**src/rtl/mips_muldiv_hilo_if.sv**
```systemverilog
// Request/result bundle between the MIPS control path and the multiply/divide HI/LO unit.
interface mips_muldiv_hilo_if;
  logic        start;
  logic [2:0]  op;
  logic [31:0] op_a;
  logic [31:0] op_b;
  logic        busy;
  logic        done;
  logic [31:0] hi;
  logic [31:0] lo;

  modport master (output start, op, op_a, op_b, input busy, done, hi, lo);
  modport slave  (input start, op, op_a, op_b, output busy, done, hi, lo);
endinterface

```
**src/rtl/mips_muldiv_hilo.sv**
```systemverilog
// Iterative 32-bit multiply/divide unit owning the architectural HI/LO registers.
// Define MULDIV_FAST_MULT_EN to replace the iterative multiply with a single-cycle one.
module mips_muldiv_hilo (
  input  logic                     clk,
  input  logic                     reset,
  mips_muldiv_hilo_if.slave        bus
);

  typedef enum logic [1:0] {IDLE, CALC, FIX} state_t;

  localparam logic [2:0] OP_MTHI = 3'b100;
  localparam logic [2:0] OP_MTLO = 3'b101;

  state_t      state, state_next;
  logic [4:0]  cnt;
  logic [31:0] a_mag, b_mag;
  logic [63:0] acc;
  logic        is_div, neg_a, neg_b, div_zero;
  logic [31:0] hi_q, lo_q;
  logic        done_q;

  logic        is_mul_op, is_div_op, go_calc, op_signed;
  logic [32:0] trial;
  logic [63:0] mul_step, prod_fix;
  logic [31:0] quot_fix, rem_fix;

  assign is_mul_op = (bus.op[2:1] == 2'b00);
  assign is_div_op = (bus.op[2:1] == 2'b01);
  assign op_signed = ~bus.op[0];

`ifdef MULDIV_FAST_MULT_EN
  logic [63:0] fast_prod;
  assign go_calc = is_div_op;
  always_comb begin
    fast_prod = {32'b0, bus.op_a} * {32'b0, bus.op_b};
    if (op_signed)
      fast_prod = $unsigned($signed({{32{bus.op_a[31]}}, bus.op_a}) *
                            $signed({{32{bus.op_b[31]}}, bus.op_b}));
  end
`else
  assign go_calc = is_mul_op | is_div_op;
`endif

  always_comb begin
    state_next = state;
    case (state)
      IDLE:    if (bus.start && go_calc) state_next = CALC;
      CALC:    if (cnt == 5'd0) state_next = FIX;
      FIX:     state_next = IDLE;
      default: state_next = IDLE;
    endcase
  end

  // One step of each algorithm, MSB first: shift-add product, restoring-division trial subtract.
  always_comb begin
    trial    = {acc[63:32], a_mag[cnt]} - {1'b0, b_mag};
    mul_step = {acc[62:0], 1'b0} + (b_mag[cnt] ? {32'b0, a_mag} : 64'b0);
    prod_fix = (neg_a ^ neg_b) ? (64'd0 - acc) : acc;
    quot_fix = (neg_a ^ neg_b) ? (32'd0 - acc[31:0]) : acc[31:0];
    rem_fix  = neg_a ? (32'd0 - acc[63:32]) : acc[63:32];
    if (div_zero)
      quot_fix = 32'hFFFF_FFFF;
  end

  always_ff @(posedge clk) begin
    if (reset) begin
      state    <= IDLE;
      cnt      <= 5'd0;
      a_mag    <= 32'd0;
      b_mag    <= 32'd0;
      acc      <= 64'd0;
      is_div   <= 1'b0;
      neg_a    <= 1'b0;
      neg_b    <= 1'b0;
      div_zero <= 1'b0;
      hi_q     <= 32'd0;
      lo_q     <= 32'd0;
      done_q   <= 1'b0;
    end else begin
      state  <= state_next;
      done_q <= 1'b0;
      case (state)
        IDLE: begin
          if (bus.start) begin
            if (bus.op == OP_MTHI) hi_q <= bus.op_a;
            if (bus.op == OP_MTLO) lo_q <= bus.op_a;
            if (go_calc) begin
              neg_a    <= op_signed & bus.op_a[31];
              neg_b    <= op_signed & bus.op_b[31];
              a_mag    <= (op_signed && bus.op_a[31]) ? (32'd0 - bus.op_a) : bus.op_a;
              b_mag    <= (op_signed && bus.op_b[31]) ? (32'd0 - bus.op_b) : bus.op_b;
              div_zero <= (bus.op_b == 32'd0);
              is_div   <= bus.op[1];
              acc      <= 64'd0;
              cnt      <= 5'd31;
            end
`ifdef MULDIV_FAST_MULT_EN
            if (is_mul_op) begin
              {hi_q, lo_q} <= fast_prod;
              done_q       <= 1'b1;
            end
`endif
          end
        end
        CALC: begin
          cnt <= cnt - 5'd1;
          if (is_div) begin
            // A borrow means the divisor did not fit: keep the shifted remainder, quotient bit 0.
            acc[63:32] <= trial[32] ? {acc[62:32], a_mag[cnt]} : trial[31:0];
            acc[31:0]  <= {acc[30:0], ~trial[32]};
          end else begin
            acc <= mul_step;
          end
        end
        FIX: begin
          if (is_div) begin
            hi_q <= rem_fix;
            lo_q <= quot_fix;
          end else begin
            {hi_q, lo_q} <= prod_fix;
          end
          done_q <= 1'b1;
        end
        default: ;
      endcase
    end
  end

  assign bus.busy = (state != IDLE);
  assign bus.done = done_q;
  assign bus.hi   = hi_q;
  assign bus.lo   = lo_q;

endmodule

```
**src/flat_wrapper.sv**
```systemverilog
// flat-port wrapper written by rule: the top's interface ports become plain ports
module mips_muldiv_hilo_flat 
  (clk, reset, bus_start, bus_op, bus_op_a, bus_op_b, bus_busy, bus_done, bus_hi, bus_lo);
  mips_muldiv_hilo_if bus_i ();
  input  logic clk;
  input  logic reset;
  input wire logic [$bits(bus_i.start)-1:0] bus_start;
  input wire logic [$bits(bus_i.op)-1:0] bus_op;
  input wire logic [$bits(bus_i.op_a)-1:0] bus_op_a;
  input wire logic [$bits(bus_i.op_b)-1:0] bus_op_b;
  output wire logic [$bits(bus_i.busy)-1:0] bus_busy;
  output wire logic [$bits(bus_i.done)-1:0] bus_done;
  output wire logic [$bits(bus_i.hi)-1:0] bus_hi;
  output wire logic [$bits(bus_i.lo)-1:0] bus_lo;
  assign bus_i.start = bus_start;
  assign bus_i.op = bus_op;
  assign bus_i.op_a = bus_op_a;
  assign bus_i.op_b = bus_op_b;
  assign bus_busy = bus_i.busy;
  assign bus_done = bus_i.done;
  assign bus_hi = bus_i.hi;
  assign bus_lo = bus_i.lo;
  mips_muldiv_hilo u_core (.clk(clk), .reset(reset), .bus(bus_i));
endmodule
```
**config.mk**
```make
export PLATFORM = sky130hd
export DESIGN_NAME = mips_muldiv_hilo_flat
export DESIGN_NICKNAME = d
export VERILOG_FILES = /design/src/rtl/mips_muldiv_hilo_if.sv /design/src/rtl/mips_muldiv_hilo.sv /design/src/flat_wrapper.sv
export SDC_FILE = /design/constraint.sdc
export NUM_CORES = 1
export LEC_CHECK = 0
export ABC_CLOCK_PERIOD_IN_PS = 6100
export CELL_PAD_IN_SITES_DETAIL_PLACEMENT = 1
export CELL_PAD_IN_SITES_GLOBAL_PLACEMENT = 2
export CORE_ASPECT_RATIO = 0.9
export CORE_MARGIN = 8
export CORE_UTILIZATION = 30
export CTS_BUF_LIST = sky130_fd_sc_hd__clkbuf_8
export CTS_CLUSTER_DIAMETER = 200
export CTS_CLUSTER_SIZE = 12
export DETAILED_ROUTE_END_ITERATION = 16
export DONT_BUFFER_PORTS = 1
export GPL_TIMING_DRIVEN = 0
export PLACE_DENSITY_LB_ADDON = 0.2
export SYNTH_ARGS = -nofsm -noshare
export SYNTH_HDL_FRONTEND = slang
export SYNTH_SLANG_ARGS = --single-unit
```
**constraint.sdc**
```tcl
create_clock -name clk -period 6.1 [get_ports clk]
set_clock_uncertainty 0.15 [all_clocks]
set_input_delay 0.915 -clock clk [delete_from_list [all_inputs] [get_ports clk]]
set_output_delay 0.915 -clock clk [all_outputs]
set_load 0.02 [all_outputs]
```
# --- Yosys cells after proc, flatten, opt, wreduce, memory -nomap -nowiden ---
# Cells that the tools add are included.
word_totals:
  word_cells: 84
  register_bits: 204
  out_inout_bits: 66
classes:
  n_reduce_logical: 15
  n_addsub: 8
  bitwise: 6
  mux: 31
  magnitude_cmp: 1
  n_eq_ne: 11
ops:
  columns: ["op", "count"]
  rows:
  - ["$mux 32", 13]
  - ["$mux 64", 4]
  - ["$pmux 32 s2", 2]
  - ["$pmux 64 s2", 1]
  - ["$sub 1x32->32 const A", 4]
  - ["$add 64x64->64", 1]
  - ["$sub 1x64->64 const A", 1]
  - ["$sub 33x32->33", 1]
  - ["$logic_not 32->1", 1]
  - ["$reduce_and 3->1", 4]
  - ["$bmux 1 s5", 2]
  - ["$mux 5", 2]
  - ["$ne 2x1->1 const B", 5]
  - ["$pmux 5 s2", 1]
  - ["$eq 3x3->1 const B", 2]
  - ["$lt 5x6->1 const B", 1]
  - ["$reduce_bool 2->1", 3]
  - ["$logic_not 5->1", 1]
  - ["$sub 5x1->5 const B", 1]
  - ["$eq 2x1->1 const B", 2]
  - ["$logic_not 2->1", 2]
  - ["$mux 2", 2]
  - ["$pmux 2 s2", 1]
  - ["$logic_and 1x1->1", 3]
  - ["8 further kinds", 12]

# --- Logic depth before layout (Yosys ltp) ---
# Gate-level depths: netlist of the first run.
logic_depth:
  depth_word: 6
  ltp_mapped: 19

# --- Worst setup path after synthesis of the first run ---
# OpenSTA, ideal clock, no wires.
synth_timing:
  path_type: "reg-to-reg"
  startpoint: "reg u_core.cnt[0]"
  endpoint: "reg u_core.acc[48]"
  setup_slack_ns: 0.843
  path_stages_with_launch: 18
  n_path_buf: 2
  synth_period_minus_slack_ns: 5.257
  arrival_time_ns: 4.986
  cell_sequence: "dfxtp_1 > clkbuf_1 > mux4_2 > mux4_2 > mux2i_1 > clkbuf_1 > nor2b_1 > ha_1 > a21oi_1 > nor2b_1 > a311o_1 > a31oi_1 > o211ai_1 > o21a_1 > o211ai_2 > nor2_1 > xor2_1 > a221o_1"
synth_between:
  elab_chain_cells: 6
  word_cells_on_any_way: 10
  cone_classes: "add/sub (2); mux (8)"
synth_rtl:
  columns: ["item", "line_no", "text"]
  rows:
  - ["from (decl)", "mips_muldiv_hilo.sv:15", "logic [4:0] cnt;"]
  - ["from (signal assigned)", "mips_muldiv_hilo.sv:106", "cnt <= cnt - 5'd1;"]
  - ["$bmux 1 s5, on equally long branches", "mips_muldiv_hilo.sv:57, mips_muldiv_hilo.sv:56", null]
  - ["$mux 1, on equally long branches", "mips_muldiv_hilo.sv:57, mips_muldiv_hilo.sv:56", null]
  - ["$mux 32 or $sub 33x32->33 (tied branches)", "mips_muldiv_hilo.sv:57, mips_muldiv_hilo.sv:56", null]
  - ["$add 64x64->64 or $mux 32 (tied branches)", "mips_muldiv_hilo.sv:57, mips_muldiv_hilo.sv:109", null]
  - ["$mux 64 *", "mips_muldiv_hilo.sv:107", "if (is_div) begin"]
  - ["$pmux 64 s2 *", "mips_muldiv_hilo.sv:82", "case (state)"]
  - ["to (signal assigned)", "mips_muldiv_hilo.sv:109", "acc[63:32] <= trial[32] ? {acc[62:32], a_mag[cnt]} : trial[31:0];"]
  - ["to (signal assigned)", "mips_muldiv_hilo.sv:112", "acc <= mul_step;"]
  - ["to (decl)", "mips_muldiv_hilo.sv:17", "logic [63:0] acc;"]
# Every way passes the cells marked *; elsewhere a longest branch is shown, timed or not. The select of a mux whose other input is x is not followed.
# A chain may end at the register's enable or synchronous reset.

# --- Final worst setup path of the first run ---
layout_timing:
  startpoint: "reg u_core.cnt[1]"
  endpoint: "reg u_core.acc[62]"
# Same word-level chain as after synthesis.

==> summary.md, run 1 <==
| Metric | Value |
|---|---|
| Outcome | finished, final reports clean |
| Initial antenna violation count | 0 |
| Final core occ | 32.7% |
| # Max-Cap Violations | 0 |
| WP buf/inv | 3 |
| Most frequent cells in the layout | nor2_1 (268), dfxtp_1 (203), nand2_1 (182) |
| Drt wl/cell | 27.7 um |
| Commonest non-fill, non-tap cell in the layout | nor2_1 |
| Startpoint types | register |
| Leading area contributor after synthesis | dfxtp_1 |
| PnR Total Power | 3.11 mW |
| RR Endpoint | u_core.acc[62]$_SDFFE_PP0P_ |
| Fin. max-slew vios | 0 |
| H-tree Lvls | 1 |
| DRC viols | 0 |
| Final setup viols | 0 |
| GRT Total Usage | 24.6% |
| RSZ-0062 raised after global routing | false |
| Pre-antenna DRT Iters | 7 |
| Sequential area share after synthesis | a little over a quarter |
| IO Pins | 136 |
| Setup TNS | 0 ns |
| CTS tree | done |
| Pin count of the biggest net entering global routing | 13 |
| Hold buffers post-CTS | 0 |
| Synth top area cells | dfxtp_1 (26%), xnor2_1 (7.1%), nor2_1 (6.5%) |
| Worst R2R Path Depth | 17 |
| Leakage | 5.90 nW |
| Global-route wire length before repair | between 100,000 and 150,000 um |
| Final #Nets | 2,215 |
| Clock root cell | clkbuf_8 |
| Slowest cell on crit path | dfxtp_2 |
| Max clock buf depth | 3 |
| Port bufs | 0 |
| Tmin final | ~6 ns |
| Number of synthesized flops with an enable pin | 0 |
| Final hold viol count | 0 |
| CP endpoint kind | register |
| Yosys warnings | 0 |
| Pre-CTS setup slack | -1.02 ns |
| Distinct cell type count after synthesis | 77 |
| Dpl hpwl | 61,600 um |
| Post-synth ARST share | 0% |
| CTS Buf Count | 20 |
| Critical path peak fanout | 10 |
| Clock transition at path regs | roughly 0.10 ns |
| Ant. Diodes | 0 |
| Initial DRC count | ~1,300 |
| Hold depth | 2 |
| Die H | 232 um |
| Fmax | 171 MHz |
| Final ANT Viol Nets | 0 |
| Critical R2R Launch | u_core.cnt[1]$_SDFFE_PP0P_ |
| PwrDens | 185 nW/um^2 |
| Critical Setup Path Class | register to register |
| Vias | 16,139 |
| Clk Latency, worst-skew pair | 0.64 ns |
| Core area | 51,500 um^2 |
| Top FF cell, synth | dfxtp_1 |
| Syn Area/Cell | roughly 7.6 um^2 |
| Worst Path Required | 6.40 ns |
| Slew headroom | between 20% and 30% |
| Area growth from synthesis to layout | 8.09% |
| Die ar. | 59,500 um^2 |
| Vias per cell | about 5.8 |
| Ratio of cells with drive above 1 in the final layout | 4.92% |
| Post-synth net total | 2,192 |
| HP Class | input port to register |
| Congestion Overflow GR | 0 |
| FF-to-FF setup slack | 0.25 ns |
| CP max stage delay | between 0.5 and 0.6 ns |
| Post-Syn Instances | about 2,100 |
| Die width | between 200 and 300 um |
| Worst Setup Slack, final | 0.249 ns |
| CTS sink count | between 200 and 250 |
| Routed wire length | approximately 76,000 um |
| Largest delay share family, worst path | compound AO/OA/AOI/OAI gates |
| Global placement routability congestion | 0.912 |
| Post-synthesis register bit count | 204 |
| Std-Cell Rows | 79 |
| Initial Util | 30.3% |
| Worst Max-Slew Pin Slew | 1.17 ns |
| Hold EP | u_core.is_div$_SDFFE_PP0P_ |
| Netlist Area Pre-Place | 15,600 um^2 |
| Peak supply drop | 0.000145 V |
| Hold_sp | bus_op[1] |
| Fin crit share | a little over nine tenths |
| Critical-path cell list | buf_4 > mux4_2 > mux4_2 > mux2i_1 > ha_1 > inv_1 > fa_1 > a211oi_2 > o211ai_1 > a221oi_1 > o21ai_1 > o21ai_1 > xnor2_2 > buf_4 > nand2_1 > o21ai_0 > o21ai_0 |
| Yosys top cell area share | a little over a quarter |
| Critical path arrival | 6.15 ns |
| Vias in the first global route | 16,049 |
kinds of logic after synthesis:
family                   after synthesis  synth area share (%)
AO/OA/AOI/OAI                        604                  25.4
adder cells (fa/ha/maj)               72                  5.87
flip-flops                           204                  26.2
buffers and inverters                219                  5.40
AND/OR/NAND/NOR                      701                  21.1
multiplexers                          47                  4.66
XOR/XNOR                             203                  11.4
area by class of cell:
class / instances / area [um^2]
buffer: 146 / 587
clock inverter: 1 / 16.3
sequential: 204 / 4090
inverter: 72 / 270
clock buffer: 20 / 275
tap: 688 / 861
fill: 6281 / 34600
multi-input combinational: 1627 / 10700
timing repair buffer: 2 / 15.0
flip-flops by register name (all words and copies together), names as in the netlist:
register / count
u_core.bus.lo: 32
u_core.is_div: 1
u_core.acc: 64
u_core.bus.hi: 32
u_core.bus.done: 1
u_core.cnt: 5
u_core.neg_a: 1
u_core.a_mag: 32
u_core.b_mag: 32
u_core.state: 2
u_core.neg_b: 1
u_core.div_zero: 1
how the worst max path moves through the flow:
stage                                     from                           to  slack [ns]  depth (start not counted)
floorplan           u_core.cnt[0]$_SDFFE_PP0P_  u_core.acc[48]$_SDFFE_PP0P_        0.84                         17
global placement    u_core.cnt[0]$_SDFFE_PP0P_  u_core.acc[48]$_SDFFE_PP0P_       -0.97                         17
detailed placement  u_core.cnt[0]$_SDFFE_PP0P_  u_core.acc[27]$_SDFFE_PP0P_       -1.02                         17
CTS                 u_core.cnt[0]$_SDFFE_PP0P_  u_core.acc[61]$_SDFFE_PP0P_        0.04                         18
global route        u_core.cnt[1]$_SDFFE_PP0P_  u_core.acc[62]$_SDFFE_PP0P_        0.03                         17
finish              u_core.cnt[1]$_SDFFE_PP0P_  u_core.acc[62]$_SDFFE_PP0P_        0.25                         17
per-layer routing:
metal	global-route usage, %	routed length, um
met1	35.5	37100
met2	36.1	31100
met3	6.35	6250
met4	5.88	1940
met5	0	0
synthesized netlist by cell type, drive strengths merged, types with 32 or more instances:
library cell	instances
nor3	42
o21ai	132
nor2	269
ha	70
clkbuf	129
a211oi	74
a21oi	170
dfxtp	204
o221ai	34
inv	72
nor2b	45
nand2	182
xor2	77
xnor2	126
a22oi	32
through the flow:
stage / hold WS (ns) / cells / area, um^2
global route: 0.242 / 2760 / 16900
detailed placement: 0.329 / 2738 / 16500
CTS: 0.221 / 2758 / 16800
global placement: 0.314 / 2738 / 16500
floorplan: 0.287 / 2050 / 15600
finish: 0.256 / 2760 / 16900
worst register-to-register path, delay by kind of cell, from the launching register on:
family                   cells  cell delay [ns]
multiplexers                 3             1.26
adder cells (fa/ha/maj)      2             0.68
AND/OR/NAND/NOR              1             0.29
buffers and inverters        3             0.70
XOR/XNOR                     1             0.26
AO/OA/AOI/OAI                7             1.76
flip-flops                   1             0.57
timing repair:
action	4_1_cts	5_1_grt
endpoints found under the setup margin	48	31
pin swaps	0	2
gates resized for setup	19	8
setup buffers	0	2
power by group:
group	switching [mW]	internal (mW)	total, mW
Clock	0.554	0.299	0.853
Sequential	0.0865	1.39	1.48
Combinational	0.522	0.261	0.783
Total	1.16	1.95	3.11
Note: power is estimated with default switching activity, not from simulation.
==> run 2, diff against run 1 <==
--- a/config.mk
+++ b/config.mk
@@ -5,6 +5,7 @@
 export SDC_FILE = /design/constraint.sdc
 export NUM_CORES = 1
 export LEC_CHECK = 0
+export ABC_AREA = 1
 export ABC_CLOCK_PERIOD_IN_PS = 6100
 export CELL_PAD_IN_SITES_DETAIL_PLACEMENT = 1
 export CELL_PAD_IN_SITES_GLOBAL_PLACEMENT = 2
==> run 2 against run 1 <==
Non-clock buffer count fell by 3; combinational power increased by 120%; area after synthesis grew 27%; cell count is 61% higher; global-route usage rose by 5.2 points; die area increased by 25%; worst hold slack better by 0.062 ns; clock-buffer cell count stayed put; synthesized cell count increased by 73%; sequential share of layout area down 4.9 points; setup slack better by 0.54 ns; critical path depth up 7; highest routed layer unchanged.
==> summary.md, run 2 <==
| Metric | Value |
|---|---|
| M2 GR Usage | 43.7% |
| CTS tree | done |
| CP endpoint kind | register |
| IO Pins | 136 |
| Std-Cell Rows | 89 |
| Clk Latency, worst-skew pair | 0.65 ns |
| M1 GR Usage | 43.1% |
| CTS sink count | 204 |
| DRC viols | 0 |
| Vias per cell | roughly 5.5 |
| Slowest cell on crit path | buf_1 |
| WP buf/inv | 3 |
| Post-synth net total | 3,698 |
| Ratio of cells with drive above 1 in the final layout | 3.86% |
| Leakage | ~10 nW |
| Final ANT Viol Nets | 0 |
| Initial Util | 30.3% |
| Area growth from synthesis to layout | 6.95% |
| Final core occ | 32.4% |
| Worst Path Required | 6.48 ns |
| Fin. max-slew vios | 0 |
| Pin count of the biggest net entering global routing | 13 |
| Hold buffers post-CTS | 0 |
| Critical path peak fanout | 11 |
| Gr busiest metal | met2 |
| Largest delay share family, worst path | simple AND/OR/NAND/NOR gates |
| Most frequent cells in the layout | nand2_1 (999), inv_1 (540), nor2_1 (375) |
| Max reg flops | 64 |
| Die ar. | 74,400 um^2 |
| GRT Total Usage | 29.8% |
| Commonest cells post-synth | nand2_1 (999), inv_1 (540), nor2_1 (375) |
| Count leader, synth | nand2_1 |
| Fmax | 188 MHz |
| Final hold viol count | 0 |
| Setup repair bufs after CTS | 0 |
| Final setup viols | 0 |
| Number of synthesized flops with an enable pin | 0 |
| Congestion Overflow GR | 0 |
| Post-Syn Instances | around 3,600 |
| HP Class | input port to register |
| CTS resizes | 0 |
| Clock transition at path regs | 0.12 ns |
| Slew headroom | 18.6% |
| Startpoint types | register |
| Outcome | finished, final reports clean |
| Final-layout fill cell count | 8,935 |
| Worst Max-Slew Pin Slew | approximately 1.2 ns |
| CP max stage delay | about 0.50 ns |
| Yosys warnings | 0 |
| Global-route wire length before repair | 165,000 um |
| Netlist Area Pre-Place | 19,800 um^2 |
| CTS Buf Count | 20 |
| Dpl hpwl | 97,300 um |
| Leading area contributor after synthesis | dfxtp_1 |
| # Max-Cap Violations | 0 |
| Sequential area share after synthesis | 20.6% |
| H-tree Lvls | 1 |
| Cell mode on critical path | nand3_1 |
| Setup TNS | 0 ns |
| PwrDens | 195 nW/um^2 |
| Distinct cell type count after synthesis | 52 |
| Pre-antenna DRT Iters | 5 |
| Die width | roughly 290 um |
| Max clock buf depth | 3 |
| Fin crit share | between 80 and 90% |
| Vias in the first global route | 23,663 |
| Synth top area cells | dfxtp_1 (21%), nand2_1 (19%), inv_1 (10%) |
| Clock root cell | clkbuf_8 |
| Global placement routability congestion | 1.01 |
| Critical path arrival | approximately 5.7 ns |
| Die H | ~260 um |
| Yosys top cell area share | between 20% and 30% |
| Post-synthesis register bit count | around 200 |
| Core area | 65,400 um^2 |
| Syn Area/Cell | around 5.6 um^2 |
| Vias | 24,313 |
| Tmin final | between 5 and 6 ns |
| Initial antenna violation count | 1 |
| RSZ-0062 raised after global routing | false |
| Peak supply drop | 0.000138 V |
| Initial DRC count | around 2,200 |
| Routed wire length | 115,000 um |
| Post-synth ARST share | 0% |
| Commonest non-fill, non-tap cell in the layout | nand2_1 |
| Top reg by flops | u_core.acc |
| Drt wl/cell | roughly 26 um |
| Critical Setup Path Class | register to register |
| Grt met3 use | 5.52% |
| Port bufs | 0 |
| Top FF cell, synth | dfxtp_1 |
| Critical-path cell list | inv_1 > buf_1 > a21oi_1 > o21ai_0 > nand3_1 > nand3_1 > nand4_1 > nand2_1 > buf_2 > nor2_1 > ha_1 > fa_1 > nand3_1 > nand3_1 > nand2_1 > nand3_1 > nand2_1 > nand3_1 > nand2_1 > nand2_1 > nand2_1 > nand3_1 > nand3_1 > a21oi_1 |
| Final #Nets | between 3,000 and 4,000 |
## run 2: changes by cell type after synthesis, sizes merged, moves of 32 or more
cell | previous run | this run
a22oi | 32 | 0
buf | 18 | 64
a21oi | 170 | 248
nand2 | 182 | 1013
nor2b | 45 | 0
nand3 | 30 | 327
inv | 72 | 546
a211oi | 74 | 0
nor2 | 269 | 391
clkbuf | 129 | 80
o21ai | 132 | 294
xnor2 | 126 | 22
## run 2: logic make-up (layout without fill, tap and decap cells)
family / Yosys count / count (layout) / share of synthesized area, %
xor gates and xnor gates: 84 / 84 / 3.72
DFF: 204 / 204 / 20.6
and+or+nand+nor: 1857 / 1857 / 39.4
buffers and inverters: 693 / 714 / 13.9
adders and majority gates: 72 / 72 / 4.63
other: 0 / 1 / 0
AOI/OAI and AO/OA: 646 / 646 / 17.7
## run 2: power breakdown
part           total, mW  switching [mW]  internal, mW  leakage (nW)
registers           1.54           0.130          1.41          1.66
clock network      0.881           0.582         0.299         0.151
logic               1.70            1.24         0.460          8.66
## run 2: per-stage QoR
| step | power [mW] | cells | hold slack (ns) | setup WS [ns] | area, um^2 |
|---|---|---|---|---|---|
| after global placement | 3.21 | 4420 | 0.332 | 0.883 | 20900 |
| final | 4.12 | 4442 | 0.318 | 0.790 | 21200 |
| after global routing | 4.34 | 4442 | 0.302 | 0.460 | 21200 |
| after CTS | 4.11 | 4441 | 0.265 | 0.844 | 21200 |
| after detailed placement | 3.23 | 4420 | 0.338 | 0.868 | 20900 |
| after floorplan | 2.59 | 3556 | 0.294 | 2.75 | 19800 |
## run 2: area by class of cell
cell class / count / area (um^2) / share of cell area [%]
flip-flops and latches: 204 / 4080 / 19.3
plain buffers: 145 / 692 / 3.27
clock buffers: 20 / 275 / 1.30
multi-input cells: 2659 / 12900 / 61.2
diodes: 1 / 2.50 / 0.0118
clock inverters: 1 / 16.3 / 0.0769
inverters: 548 / 2060 / 9.72
well taps: 864 / 1080 / 5.11
## run 2: worst register-to-register path: stages (launching register included)
cell     delay [ns]
dfxtp_1        0.34
inv_1          0.16
buf_1          0.50
a21oi_1        0.08
o21ai_0        0.12
nand3_1        0.10
nand3_1        0.08
nand4_1        0.15
nand2_1        0.31
buf_2          0.27
nor2_1         0.15
ha_1           0.24
fa_1           0.42
nand3_1        0.22
nand3_1        0.31
nand2_1        0.17
nand3_1        0.17
nand2_1        0.11
nand3_1        0.32
nand2_1        0.26
nand2_1        0.08
nand2_1        0.07
nand3_1        0.12
nand3_1        0.20
a21oi_1        0.10
## run 2: layer usage
layer  share of wire (%)  vias up  wire (um)
met5                   0        -          0
met4                 3.9        0       4470
met3                 8.2      140       9490
met2                  41      927      47100
met1                  47    11835      54300
li1                    -    11411          -
## run 2: worst paths after layout
| kind | start | end | slack, ns | cells after the start |
|---|---|---|---|---|
| setup / recovery | u_core.cnt[1]$_SDFFE_PP0P_ | u_core.acc[57]$_SDFFE_PP0P_ | 0.79 | 24 |
| hold / removal | bus_op_a[0] | u_core.a_mag[0]$_SDFFE_PP0P_ | 0.32 | 2 |
| setup reg to reg | u_core.cnt[1]$_SDFFE_PP0P_ | u_core.acc[57]$_SDFFE_PP0P_ | 0.79 | 24 |
| hold reg to reg | u_core.acc[26]$_SDFFE_PP0P_ | u_core.acc[26]$_SDFFE_PP0P_ | 0.36 | 2 |
==> run 3, diff against run 2 <==
--- a/config.mk
+++ b/config.mk
@@ -5,7 +5,6 @@
 export SDC_FILE = /design/constraint.sdc
 export NUM_CORES = 1
 export LEC_CHECK = 0
-export ABC_AREA = 1
 export ABC_CLOCK_PERIOD_IN_PS = 6100
 export CELL_PAD_IN_SITES_DETAIL_PLACEMENT = 1
 export CELL_PAD_IN_SITES_GLOBAL_PLACEMENT = 2
@@ -19,6 +18,7 @@
 export DONT_BUFFER_PORTS = 1
 export GPL_TIMING_DRIVEN = 0
 export PLACE_DENSITY_LB_ADDON = 0.2
+export SETUP_SLACK_MARGIN = 0.4
 export SYNTH_ARGS = -nofsm -noshare
 export SYNTH_HDL_FRONTEND = slang
 export SYNTH_SLANG_ARGS = --single-unit
==> run 3 against run 2 <==
Wire length is 34% lower; setup slack worse by 0.20 ns; cell count down 38%; flip-flop and latch count unchanged; critical path type unchanged; register-to-register slack got worse by 0.20 ns; worst hold slack lost 0.068 ns; via count down 34%; sequential power down 5%; fmax fell by 3.6%; critical endpoint is now u_core.acc[62]$_SDFFE_PP0P_; largest cell class unchanged.
==> summary.md, run 3 (synthesis gave the netlist of run 1 again) <==
| Metric | Value |
|---|---|
| Critical path peak fanout | 10 |
| Outcome | finished, final reports clean |
| Max clock buf depth | 3 |
| GRT Total Usage | between 20% and 30% |
| Net Sw Frac | a little under two fifths |
| Die width | around 260 um |
| Top reg by flops | u_core.acc |
| Tmin final | roughly 5.5 ns |
| Port bufs | 0 |
| Die ar. | 59,500 um^2 |
| Dpl hpwl | around 62,000 um |
| Clock root cell | clkbuf_8 |
| Combinational power share | between 20% and 30% |
| Max reg flops | 64 |
| Critical path arrival | 5.81 ns |
| Final ANT Viol Nets | 0 |
| Switching power total | 1.17 mW |
| Pin count of the biggest net entering global routing | 13 |
| Cell area after layout | between 15,000 and 20,000 um^2 |
| Routed wire length | 76,400 um |
| Worst Path Required | roughly 6.4 ns |
| Leakage | 5.94 nW |
| CTS tree | done |
| Initial antenna violation count | 0 |
| Initial DRC count | about 1,400 |
| Peak supply drop | between 0.0001 and 0.00015 V |
| # Max-Cap Violations | 0 |
| Commonest non-fill, non-tap cell in the layout | nor2_1 |
| Vias per cell | a little under 6 |
| Critical Setup Path Class | register to register |
| Fmax | 182 MHz |
| Int Pwr | slightly below 2 mW |
| Core area | 51,500 um^2 |
| Global-route wire length before repair | roughly 110,000 um |
| Worst Max-Slew Pin Slew | 1.10 ns |
| Pre-antenna DRT Iters | 6 |
| H-tree Lvls | 1 |
| DRC viols | 0 |
| Seq pwr share | a little under half |
| Clk Latency, worst-skew pair | 0.64 ns |
| Area growth from synthesis to layout | 9.01% |
| Global placement routability congestion | 0.912 |
| Startpoint types | register |
| PwrDens | around 180 nW/um^2 |
| RSZ-0062 raised after global routing | false |
| CTS Buf Count | 20 |
| Fin crit share | 90.3% |
| Initial Util | just over 30% |
| Final hold viol count | 0 |
| Std-Cell Rows | 79 |
| IO Pins | 136 |
| Most frequent cells in the layout | nor2_1 (268), dfxtp_1 (204), nand2_1 (182) |
| Ratio of cells with drive above 1 in the final layout | 5.53% |
| Ant. Diodes | 0 |
| Drt wl/cell | 27.6 um |
| Final setup viols | 0 |
| HP Class | input port to register |
| Final core occ | between 30 and 40% |
| Die H | roughly 230 um |
| Clock transition at path regs | ~0.11 ns |
| Slew headroom | 26.7% |
| Vias in the first global route | 16,070 |
| Congestion Overflow GR | 0 |
| Clk pwr share | between 20% and 30% |
| Vias | 16,150 |
| Fin. max-slew vios | 0 |
| CP endpoint kind | register |
| Final #Nets | 2,221 |
| Setup TNS | 0 ns |
| DP Area | 16,500 um^2 |
| CTS sink count | 204 |
## run 3: cell type report
class                           instances  area, um^2
Tap cell                              688         861
Multi-Input combinational cell       1627       10800
Timing Repair Buffer                    7        52.6
Inverter                               72         270
Clock inverter                          1        16.3
Clock buffer                           20         275
Buffer                                147         611
Fill cell                            6269       34500
Sequential cell                       204        4080
## run 3: final timing paths
check | from | endpoint | slack (ns) | cells past startpoint
min | bus_op_b[0] | u_core.b_mag[0]$_SDFFE_PP0P_ | 0.25 | 2
max reg2reg | u_core.cnt[0]$_SDFFE_PP0P_ | u_core.acc[62]$_SDFFE_PP0P_ | 0.59 | 17
min reg2reg | u_core.b_mag[25]$_SDFFE_PP0P_ | u_core.b_mag[25]$_SDFFE_PP0P_ | 0.35 | 2
max | u_core.cnt[0]$_SDFFE_PP0P_ | u_core.acc[62]$_SDFFE_PP0P_ | 0.59 | 17
## run 3: metrics by stage
stage | power [mW] | cells | hold WS, ns | worst slack, ns
2_1_floorplan | 1.98 | 2050 | 0.287 | 0.843
3_3_place_gp | 2.26 | 2738 | 0.314 | -0.971
3_5_place_dp | 2.27 | 2738 | 0.329 | -1.02
4_1_cts | 3.13 | 2765 | 0.221 | 0.436
5_1_grt | 3.26 | 2766 | 0.242 | 0.408
6_report | 3.12 | 2766 | 0.250 | 0.592
## run 3: worst max-delay path, stage by stage, from the launching register on
cell      delay [ns]
dfxtp_1         0.36
clkbuf_4        0.28
mux4_2          0.58
mux4_2          0.54
mux2i_2         0.29
ha_1            0.23
inv_1           0.06
fa_1            0.43
a211oi_2        0.29
o211ai_1        0.21
a221oi_2        0.35
o21ai_2         0.19
o21ai_2         0.27
xnor2_4         0.22
buf_6           0.25
nand2_1         0.26
o21ai_0         0.24
o21ai_0         0.09
## run 3: what timing repair did
item,4_1_cts,5_1_grt
setup buffers,6,1
cloned,0,0
hold buffers,0,0
pin swaps,3,1
setup endpoints to repair,55,39
resized for setup,32,15
## run 3: metal layers
layer	routed length (um)	GRT usage, %
met1	37100	35.5
met2	31100	36.1
met3	6310	6.39
met4	1980	5.95
met5	0	0
## run 3: power by group through the flow
stage | logic [mW] | registers (mW) | clock network (mW)
6_report | 0.793 | 1.47 | 0.855
5_1_grt | 0.853 | 1.48 | 0.926
2_1_floorplan | 0.509 | 1.48 | 0
3_5_place_dp | 0.765 | 1.50 | 0
4_1_cts | 0.779 | 1.47 | 0.879
3_3_place_gp | 0.756 | 1.50 | 0
